==> config.mk <==
export PLATFORM = sky130hd
export DESIGN_NAME = uart_rx
export DESIGN_NICKNAME = d
export VERILOG_FILES = /design/src/rtl/uart_pkg.sv /design/src/rtl/uart_baud_gen.sv /design/src/rtl/uart_rx.sv
export SDC_FILE = /design/constraint.sdc
export NUM_CORES = 1
export LEC_CHECK = 0
export ABC_CLOCK_PERIOD_IN_PS = 3230
export CAP_MARGIN = 20
export CELL_PAD_IN_SITES_DETAIL_PLACEMENT = 0
export CELL_PAD_IN_SITES_GLOBAL_PLACEMENT = 1
export CORE_AREA = 2 2 65 67
export CTS_CLUSTER_SIZE = 24
export DETAILED_ROUTE_END_ITERATION = 16
export DIE_AREA = 0 0 67 69
export PLACE_DENSITY_LB_ADDON = 0.1
export SYNTH_ARGS = -nofsm -noshare
export SYNTH_HDL_FRONTEND = slang
export SYNTH_SLANG_ARGS = --single-unit
==> constraint.sdc <==
create_clock -name clk -period 3.23 [get_ports clk]
set_clock_uncertainty 0.05 [all_clocks]
set_input_delay 0.4845 -clock clk [delete_from_list [all_inputs] [get_ports clk]]
set_output_delay 0.4845 -clock clk [all_outputs]
set_load 0.02 [all_outputs]
==> src/rtl/uart_pkg.sv <==
// Shared UART definitions: FSM state encoding and default timing parameters.
// The PARITY state exists only when UART_RX_PARITY_EN is defined.
package uart_pkg;

   // 50 MHz / 19200 baud / 16 oversample
   localparam int UART_BAUD_DIV_DEF = 163;
   // Oversample ticks per bit
   localparam int UART_SB_TICK_DEF  = 16;

   typedef enum logic [2:0] {
      ST_IDLE   = 3'd0,
      ST_START  = 3'd1,
      ST_DATA   = 3'd2,
      ST_STOP   = 3'd3
`ifdef UART_RX_PARITY_EN
      ,
      ST_PARITY = 3'd4
`endif
   } uart_state_e;

endpackage : uart_pkg

==> src/rtl/uart_baud_gen.sv <==
// Oversample tick generator: free-running counter that emits a one-clk tick
// every BAUD_DIV cycles, wrapping from BAUD_DIV-1 back to 0.
module uart_baud_gen
   import uart_pkg::*;
#(
   parameter int BAUD_DIV = UART_BAUD_DIV_DEF
) (
   input  logic clk,
   input  logic i_rst_n,
   output logic o_tick
);

   localparam int CW = (BAUD_DIV > 1) ? $clog2(BAUD_DIV) : 1;
   localparam logic [CW-1:0] LAST_CNT = CW'(BAUD_DIV - 1);

   logic [CW-1:0] cnt_q;
   logic [CW-1:0] cnt_d;

   // Next count: wrap at the last value, otherwise increment
   always_comb begin
      cnt_d = cnt_q;
      if (cnt_q == LAST_CNT) begin
         cnt_d = '0;
      end else begin
         cnt_d = cnt_q + CW'(1);
      end
   end

   // Counter register, runs continuously out of reset
   always_ff @(posedge clk or negedge i_rst_n) begin
      if (!i_rst_n) begin
         cnt_q <= '0;
      end else begin
         cnt_q <= cnt_d;
      end
   end

   assign o_tick = (cnt_q == LAST_CNT);

endmodule : uart_baud_gen

==> src/rtl/uart_rx.sv <==
// UART receiver: 16x oversampled, LSB-first, one stop bit.
// Optional parity checking is enabled by defining UART_RX_PARITY_EN;
// without it o_parity_err is tied low and no parity state exists.
module uart_rx
   import uart_pkg::*;
#(
   parameter int NB_DATA    = 8,
   parameter int BAUD_DIV   = UART_BAUD_DIV_DEF,
   parameter int SB_TICK    = UART_SB_TICK_DEF,
   parameter bit PARITY_ODD = 1'b0
) (
   input  logic               clk,
   input  logic               i_rst_n,
   input  logic               i_rx,
   output logic [NB_DATA-1:0] o_rx_data,
   output logic               o_rx_done,
   output logic               o_frame_err,
   output logic               o_parity_err,
   output logic               o_busy
);

   localparam int CNT_W = (SB_TICK > 1) ? $clog2(SB_TICK) : 1;
   localparam int IDX_W = (NB_DATA > 1) ? $clog2(NB_DATA) : 1;
   localparam logic [CNT_W-1:0] MID_CNT  = CNT_W'(SB_TICK / 2 - 1);
   localparam logic [CNT_W-1:0] END_CNT  = CNT_W'(SB_TICK - 1);
   localparam logic [IDX_W-1:0] LAST_IDX = IDX_W'(NB_DATA - 1);

   logic               rx_meta_q;
   logic               rx_sync_q;
   logic               tick_s;
   uart_state_e        state_q, state_d;
   logic [CNT_W-1:0]   s_cnt_q, s_cnt_d;
   logic [IDX_W-1:0]   idx_q, idx_d;
   logic [NB_DATA-1:0] shift_q, shift_d;
   logic [NB_DATA-1:0] data_q, data_d;
   logic               done_q, done_d;
   logic               ferr_q, ferr_d;
   logic               busy_q;

`ifdef UART_RX_PARITY_EN
   logic par_bad_q, par_bad_d;
   logic perr_q, perr_d;

   // XOR of all data bits (1 when the count of ones is odd)
   function automatic logic calc_parity(input logic [NB_DATA-1:0] d);
      return ^d;
   endfunction
`else
   logic unused_parity_odd_s;
   assign unused_parity_odd_s = PARITY_ODD;
`endif

   // Two-flop synchronizer for the asynchronous serial line, idles high
   always_ff @(posedge clk or negedge i_rst_n) begin
      if (!i_rst_n) begin
         rx_meta_q <= 1'b1;
         rx_sync_q <= 1'b1;
      end else begin
         rx_meta_q <= i_rx;
         rx_sync_q <= rx_meta_q;
      end
   end

   uart_baud_gen #(
      .BAUD_DIV (BAUD_DIV)
   ) u_baud_gen (
      .clk     (clk),
      .i_rst_n (i_rst_n),
      .o_tick  (tick_s)
   );

   // Frame FSM next-state, datapath and pulse decode
   always_comb begin
      state_d = state_q;
      s_cnt_d = s_cnt_q;
      idx_d   = idx_q;
      shift_d = shift_q;
      data_d  = data_q;
      done_d  = 1'b0;
      ferr_d  = 1'b0;
`ifdef UART_RX_PARITY_EN
      par_bad_d = par_bad_q;
      perr_d    = 1'b0;
`endif
      case (state_q)
         ST_IDLE: begin
            if (!rx_sync_q) begin
               state_d = ST_START;
               s_cnt_d = '0;
            end else begin
               state_d = ST_IDLE;
            end
         end
         ST_START: begin
            if (tick_s) begin
               if (s_cnt_q == MID_CNT) begin
                  if (!rx_sync_q) begin
                     state_d = ST_DATA;
                     s_cnt_d = '0;
                     idx_d   = '0;
`ifdef UART_RX_PARITY_EN
                     par_bad_d = 1'b0;
`endif
                  end else begin
                     // Start bit gone high at mid-bit: glitch, drop it
                     state_d = ST_IDLE;
                  end
               end else begin
                  s_cnt_d = s_cnt_q + CNT_W'(1);
               end
            end else begin
               s_cnt_d = s_cnt_q;
            end
         end
         ST_DATA: begin
            if (tick_s) begin
               if (s_cnt_q == END_CNT) begin
                  s_cnt_d = '0;
                  shift_d = NB_DATA'({rx_sync_q, shift_q} >> 1);
                  if (idx_q == LAST_IDX) begin
`ifdef UART_RX_PARITY_EN
                     state_d = ST_PARITY;
`else
                     state_d = ST_STOP;
`endif
                  end else begin
                     idx_d = idx_q + IDX_W'(1);
                  end
               end else begin
                  s_cnt_d = s_cnt_q + CNT_W'(1);
               end
            end else begin
               s_cnt_d = s_cnt_q;
            end
         end
`ifdef UART_RX_PARITY_EN
         ST_PARITY: begin
            if (tick_s) begin
               if (s_cnt_q == END_CNT) begin
                  s_cnt_d   = '0;
                  par_bad_d = ((calc_parity(shift_q) ^ rx_sync_q) != PARITY_ODD);
                  state_d   = ST_STOP;
               end else begin
                  s_cnt_d = s_cnt_q + CNT_W'(1);
               end
            end else begin
               s_cnt_d = s_cnt_q;
            end
         end
`endif
         ST_STOP: begin
            if (tick_s) begin
               if (s_cnt_q == END_CNT) begin
                  state_d = ST_IDLE;
                  s_cnt_d = '0;
                  if (rx_sync_q) begin
`ifdef UART_RX_PARITY_EN
                     if (par_bad_q) begin
                        perr_d = 1'b1;
                     end else begin
                        data_d = shift_q;
                        done_d = 1'b1;
                     end
`else
                     data_d = shift_q;
                     done_d = 1'b1;
`endif
                  end else begin
                     // Bad stop bit wins over a parity mismatch
                     ferr_d = 1'b1;
                  end
               end else begin
                  s_cnt_d = s_cnt_q + CNT_W'(1);
               end
            end else begin
               s_cnt_d = s_cnt_q;
            end
         end
         default: begin
            state_d = ST_IDLE;
            s_cnt_d = '0;
         end
      endcase
   end

   // State, datapath and registered output pulses
   always_ff @(posedge clk or negedge i_rst_n) begin
      if (!i_rst_n) begin
         state_q <= ST_IDLE;
         s_cnt_q <= '0;
         idx_q   <= '0;
         shift_q <= '0;
         data_q  <= '0;
         done_q  <= 1'b0;
         ferr_q  <= 1'b0;
         busy_q  <= 1'b0;
      end else begin
         state_q <= state_d;
         s_cnt_q <= s_cnt_d;
         idx_q   <= idx_d;
         shift_q <= shift_d;
         data_q  <= data_d;
         done_q  <= done_d;
         ferr_q  <= ferr_d;
         busy_q  <= (state_d != ST_IDLE);
      end
   end

`ifdef UART_RX_PARITY_EN
   // Parity mismatch flag and its error pulse
   always_ff @(posedge clk or negedge i_rst_n) begin
      if (!i_rst_n) begin
         par_bad_q <= 1'b0;
         perr_q    <= 1'b0;
      end else begin
         par_bad_q <= par_bad_d;
         perr_q    <= perr_d;
      end
   end

   assign o_parity_err = perr_q;
`else
   assign o_parity_err = 1'b0;
`endif

   assign o_rx_data   = data_q;
   assign o_rx_done   = done_q;
   assign o_frame_err = ferr_q;
   assign o_busy      = busy_q;

endmodule : uart_rx

-- Word-level counts from Yosys, hierarchy flattened
Index checks and enable logic that the tools add are counted.
- output and inout port bits: 12
- register bits after elaboration: 39
- input bits: 3
- word-level logic and storage cells: 68
- eq/ne operators: 14
- reductions and logical operators: 8
- add/subtract/negate cells: 3
- multiplexer cells: 32
- operator list (cell ; count):
    $mux 3 ; 13
    $mux 4 ; 5
    $ne 2x2->1 const B ; 6
    $pmux 3 s4 ; 1
    $pmux 4 s3 ; 1
    $mux 1 ; 9
    $add 8x1->8 const B ; 1
    $eq 8x8->1 const B ; 1
    $mux 8 ; 1
    $reduce_and 7->1 ; 1
    $eq 3x2->1 const B ; 2
    $pmux 3 s2 ; 1
    $add 4x1->4 const B ; 1
    $eq 4x3->1 const B ; 1
    $eq 4x4->1 const B ; 1
    $reduce_and 4->1 ; 1
    $add 3x1->3 const B ; 1
    $eq 3x1->1 const B ; 1
    $eq 3x3->1 const B ; 1
    $logic_not 3->1 ; 1
    $reduce_and 3->1 ; 1
    $reduce_bool 3->1 ; 1
    $mux 2 ; 1
    $ne 2x1->1 const B ; 1
    other kinds (3) ; 3

-- Depth between registers and ports, before layout
- word-level depth: 6
- depth in mapped cells: 7
- mapped depth without buffers: 6

-- Modules after synthesis
Synthesis repeated with hierarchy kept, for this count alone.
- cells, all modules: 150
- area, all modules: 1826.8 um2
- modules (own cells, without submodules) (module ; times used ; cells each ; area an instance (um2) ; seq. area each (um2)):
    uart_rx ; 1 ; 113 ; 1420.1 ; 778.2
    uart_baud_gen ; 1 ; 37 ; 406.6 ; 200.2

-- Least setup slack after synthesis
OpenSTA, ideal clock, no wires.
- kind: register to register
- start: reg idx_q[0]
- end: reg idx_q[0]
- setup slack: 0.924 ns
- setup time: 0.125 ns
- arrival time: 2.131 ns
- required time: 3.055 ns
- stages on the path, launching flop included: 7
- cells stage by stage: dfrtp_1 -> ha_1 -> ha_1 -> or4b_2 -> nor4_1 -> o21ai_0 -> mux2_2
- cells in the longest elaborated chain, start to end: 5
- ends and longest elaborated chain (element ; line ; text):
    start: declaration ; uart_rx.sv:33 ; logic [IDX_W-1:0] idx_q, idx_d;
    start signal: assignment ; uart_rx.sv:200 ; idx_q <= idx_d;
    $add 3x1->3 ; uart_rx.sv:127 ; idx_d = idx_q + IDX_W'(1);
    $mux 3 ; uart_rx.sv:120 ; if (idx_q == LAST_IDX) begin
    $mux 3 ; uart_rx.sv:117 ; if (s_cnt_q == END_CNT) begin
    $mux 3 ; uart_rx.sv:116 ; if (tick_s) begin
    $pmux 3 s2 ; uart_rx.sv:85 ; case (state_q)
Parallel ways exist; a longest one is shown, timed or not. The select of a mux whose other input is x is not followed.
A chain may end at the register's enable or synchronous reset.

-- Worst setup path in the final report
Ends and elaborated chain as after synthesis.

==> results.json <==
{
  "p_per_area_nw_per_um2": 451.1,
  "cp_data_arrival_time_ns": 2.82,
  "track_usage": 0.1576,
  "clk_path_buf_depth": 2,
  "synth.top_cell.area_share": 0.5252,
  "hold_violations": 0,
  "max_slew_margin": 0.4460,
  "drc": 0,
  "synth_top_area_cell": "dfrtp_1",
  "syn_to_final_growth_pct": 15.40,
  "cts_tree": "built",
  "layout-drive-gt1-share": 0.2000,
  "worstMarginPinSlew_ns": 0.8310,
  "dieArea_um2": 4623,
  "worstPathRequired_ns": 3.36,
  "nets": 167,
  "placement_rows": 23,
  "place_congestion": 0.7633,
  "ys_types": 44,
  "wl_per_cell_um": 15.09,
  "post_cts_resized": 0,
  "first_pass_iters": 4,
  "antenna_found_initial": 0,
  "reg2regPathDepth": 6,
  "setup_viol": 0,
  "cts_made_buffers": 5,
  "overflow": 0,
  "status": "completed",
  "grt_start_max_net_pins": 40,
  "leakage_uw": 0.0009450,
  "cts.sinks": 39,
  "cpMostUsedCell": "ha_1",
  "synth_edf_count": 0,
  "drtIter0Drc": 43,
  "finalCritPeriodShare": 0.8325,
  "hp-class": "in -> async",
  "endpoint_kind": "flip-flop",
  "synth.avg_cell_area_um2": 12.24,
  "clk_pin_slew_ns": 0.08,
  "rsz0062_at_grt": "no",
  "setup_tns_ns": 0,
  "crit_cells": 6,
  "chipHeight_um": 69,
  "start_kind": "flip-flop",
  "cap_violations": 0,
  "cts_root_buf": "clkbuf_8",
  "synthTopCellsByArea": "dfrtp_1 53%, mux2_2 11%, ha_1 3.5%",
  "synth.most_common_cell": "dfrtp_1",
  "path_buf_inv": 0,
  "wl_met3_um": 107,
  "highest_layer": "met4",
  "cp_max_fo": 4,
  "r2r_slack_ns": 0.54,
  "crit_path_cell_trace": "ha_1, ha_1, or4b_2, nor4_1, o21ai_0, mux2_2",
  "place_hpwl_um": 2311,
  "ys_ff_latch": 39,
  "wl_met2_um": 1645,
  "ys.warnings.count": 0,
  "synthesis.instances": 144,
  "synth.cell_area_um2": 1763,
  "ioPinCount": 15,
  "cts_setup_buffers": 0,
  "port_buffers": 13,
  "grt_pass1_vias": 1176,
  "start_util": 0.4504,
  "period_needed_ns": 2.689,
  "r2r-end": "idx_q[0]",
  "clk-insertion-delay-late_ns": 0.29,
  "irDropWorstVdd_mv": 0.3097,
  "ys_async_sr_fraction": 1.000,
  "slowest_stage": "or4b_2",
  "die_w_um": 67,
  "synth_common_cells": "37 x dfrtp_1, 18 x mux2_2, 9 x nor2_1",
  "slowest_delay_ns": 0.61,
  "antenna_left": 0,
  "yosysSeqAreaShare": 0.5550,
  "path_delay_family": "simple AND/OR/NAND/NOR gates",
  "vias_per_cell": 5.362,
  "drt-met1-wl_um": 1377,
  "worstSetupPathType": "reg -> reg",
  "diodes": 0,
  "totalWireLength_um": 3168,
  "hold_slack_ns": 0.2494,
  "slew_violations": 0,
  "grt_pass1_wl_um": 5499,
  "coreArea_um2": 3914,
  "max_freq_ghz": 0.3719,
  "ys.flop_type": "dfrtp_1",
  "post_cts_hold_buffer_count": 0,
  "r2r_start": "idx_q[0]",
  "vias": 1126,
  "h-tree-depth": 2
}
==> registers in the layout, summed over array words and instances, names as in the netlist <==
| register | count |
|---|---|
| o_frame_err | 1 |
| idx_q | 3 |
| rx_meta_q | 1 |
| u_baud_gen.cnt_q | 8 |
| o_busy | 1 |
| shift_q | 8 |
| rx_sync_q | 1 |
| state_q | 3 |
| o_rx_data | 8 |
| s_cnt_q | 4 |
| o_rx_done | 1 |
==> worst max path at each step <==
stage / startpoint / end / slack, ns
2_1_floorplan: idx_q[0] / idx_q[0] / 0.92
3_3_place_gp: idx_q[0] / idx_q[0] / 0.71
3_5_place_dp: idx_q[0] / idx_q[0] / 0.58
4_1_cts: idx_q[0] / idx_q[0] / 0.57
5_1_grt: idx_q[0] / idx_q[0] / 0.42
6_report: idx_q[0] / idx_q[0] / 0.54
==> final cells by class <==
class	instances	area, µm²
repair buffers	13	125.1
clock buffers	6	72.57
flip-flops and latches	39	978.4
clock inverters	2	37.54
well taps	50	62.56
inverters	5	18.77
multi-input cells	95	739.5
fillers	355	1879
==> cells in the final DEF (no fill, tap or decap), types with 3 or more instances in the layout <==
master,count
xnor2_1,4
nand3_1,4
dfrtp_1,37
o21ai_0,6
ha_1,5
mux2_2,18
nor2_1,9
nor3b_1,3
clkdlybuf4s50_1,12
inv_1,5
nand2_1,8
a22o_1,3
clkbuf_8,5
==> logic make-up after synthesis <==
group | count (synthesis) | synth area share
simple gates | 42 | 0.1420
compound gates | 21 | 0.08730
buf+inv | 11 | 0.02768
other cells | 1 | 0.002127
flops | 39 | 0.5550
mux | 19 | 0.1207
xor+xnor | 6 | 0.02981
fa+ha+maj | 5 | 0.03549
==> layer usage <==
metal,vias up,track usage
met2,15,0.2563
met3,4,0.05057
met5,-,0
met4,0,0.06122
met1,564,0.1909
li1,543,-
==> where the power goes <==
| part | leakage [µW] | internal [µW] | switching (µW) |
|---|---|---|---|
| sequential | 0.000518 | 493 | 4.68 |
| clock | 0.0000514 | 230 | 164 |
| combinational | 0.000375 | 8.49 | 17.2 |
| total | 0.000945 | 731 | 186 |
==> per-stage QoR <==
step | std cells | area, µm² | utilization | setup slack, ns | power [µW]
floorplan | 145 | 1767 | - | 0.9243 | 518.2
global placement | 202 | 1924 | 0.4917 | 0.7123 | 532.7
detailed placement | 202 | 1924 | 0.4917 | 0.5793 | 533.2
CTS | 210 | 2034 | 0.5198 | 0.5655 | 935.4
global route | 210 | 2034 | 0.5198 | 0.4233 | 957.2
finish | 210 | 2034 | 0.5198 | 0.5411 | 917.8
Note: power is estimated with default switching activity, not from simulation.
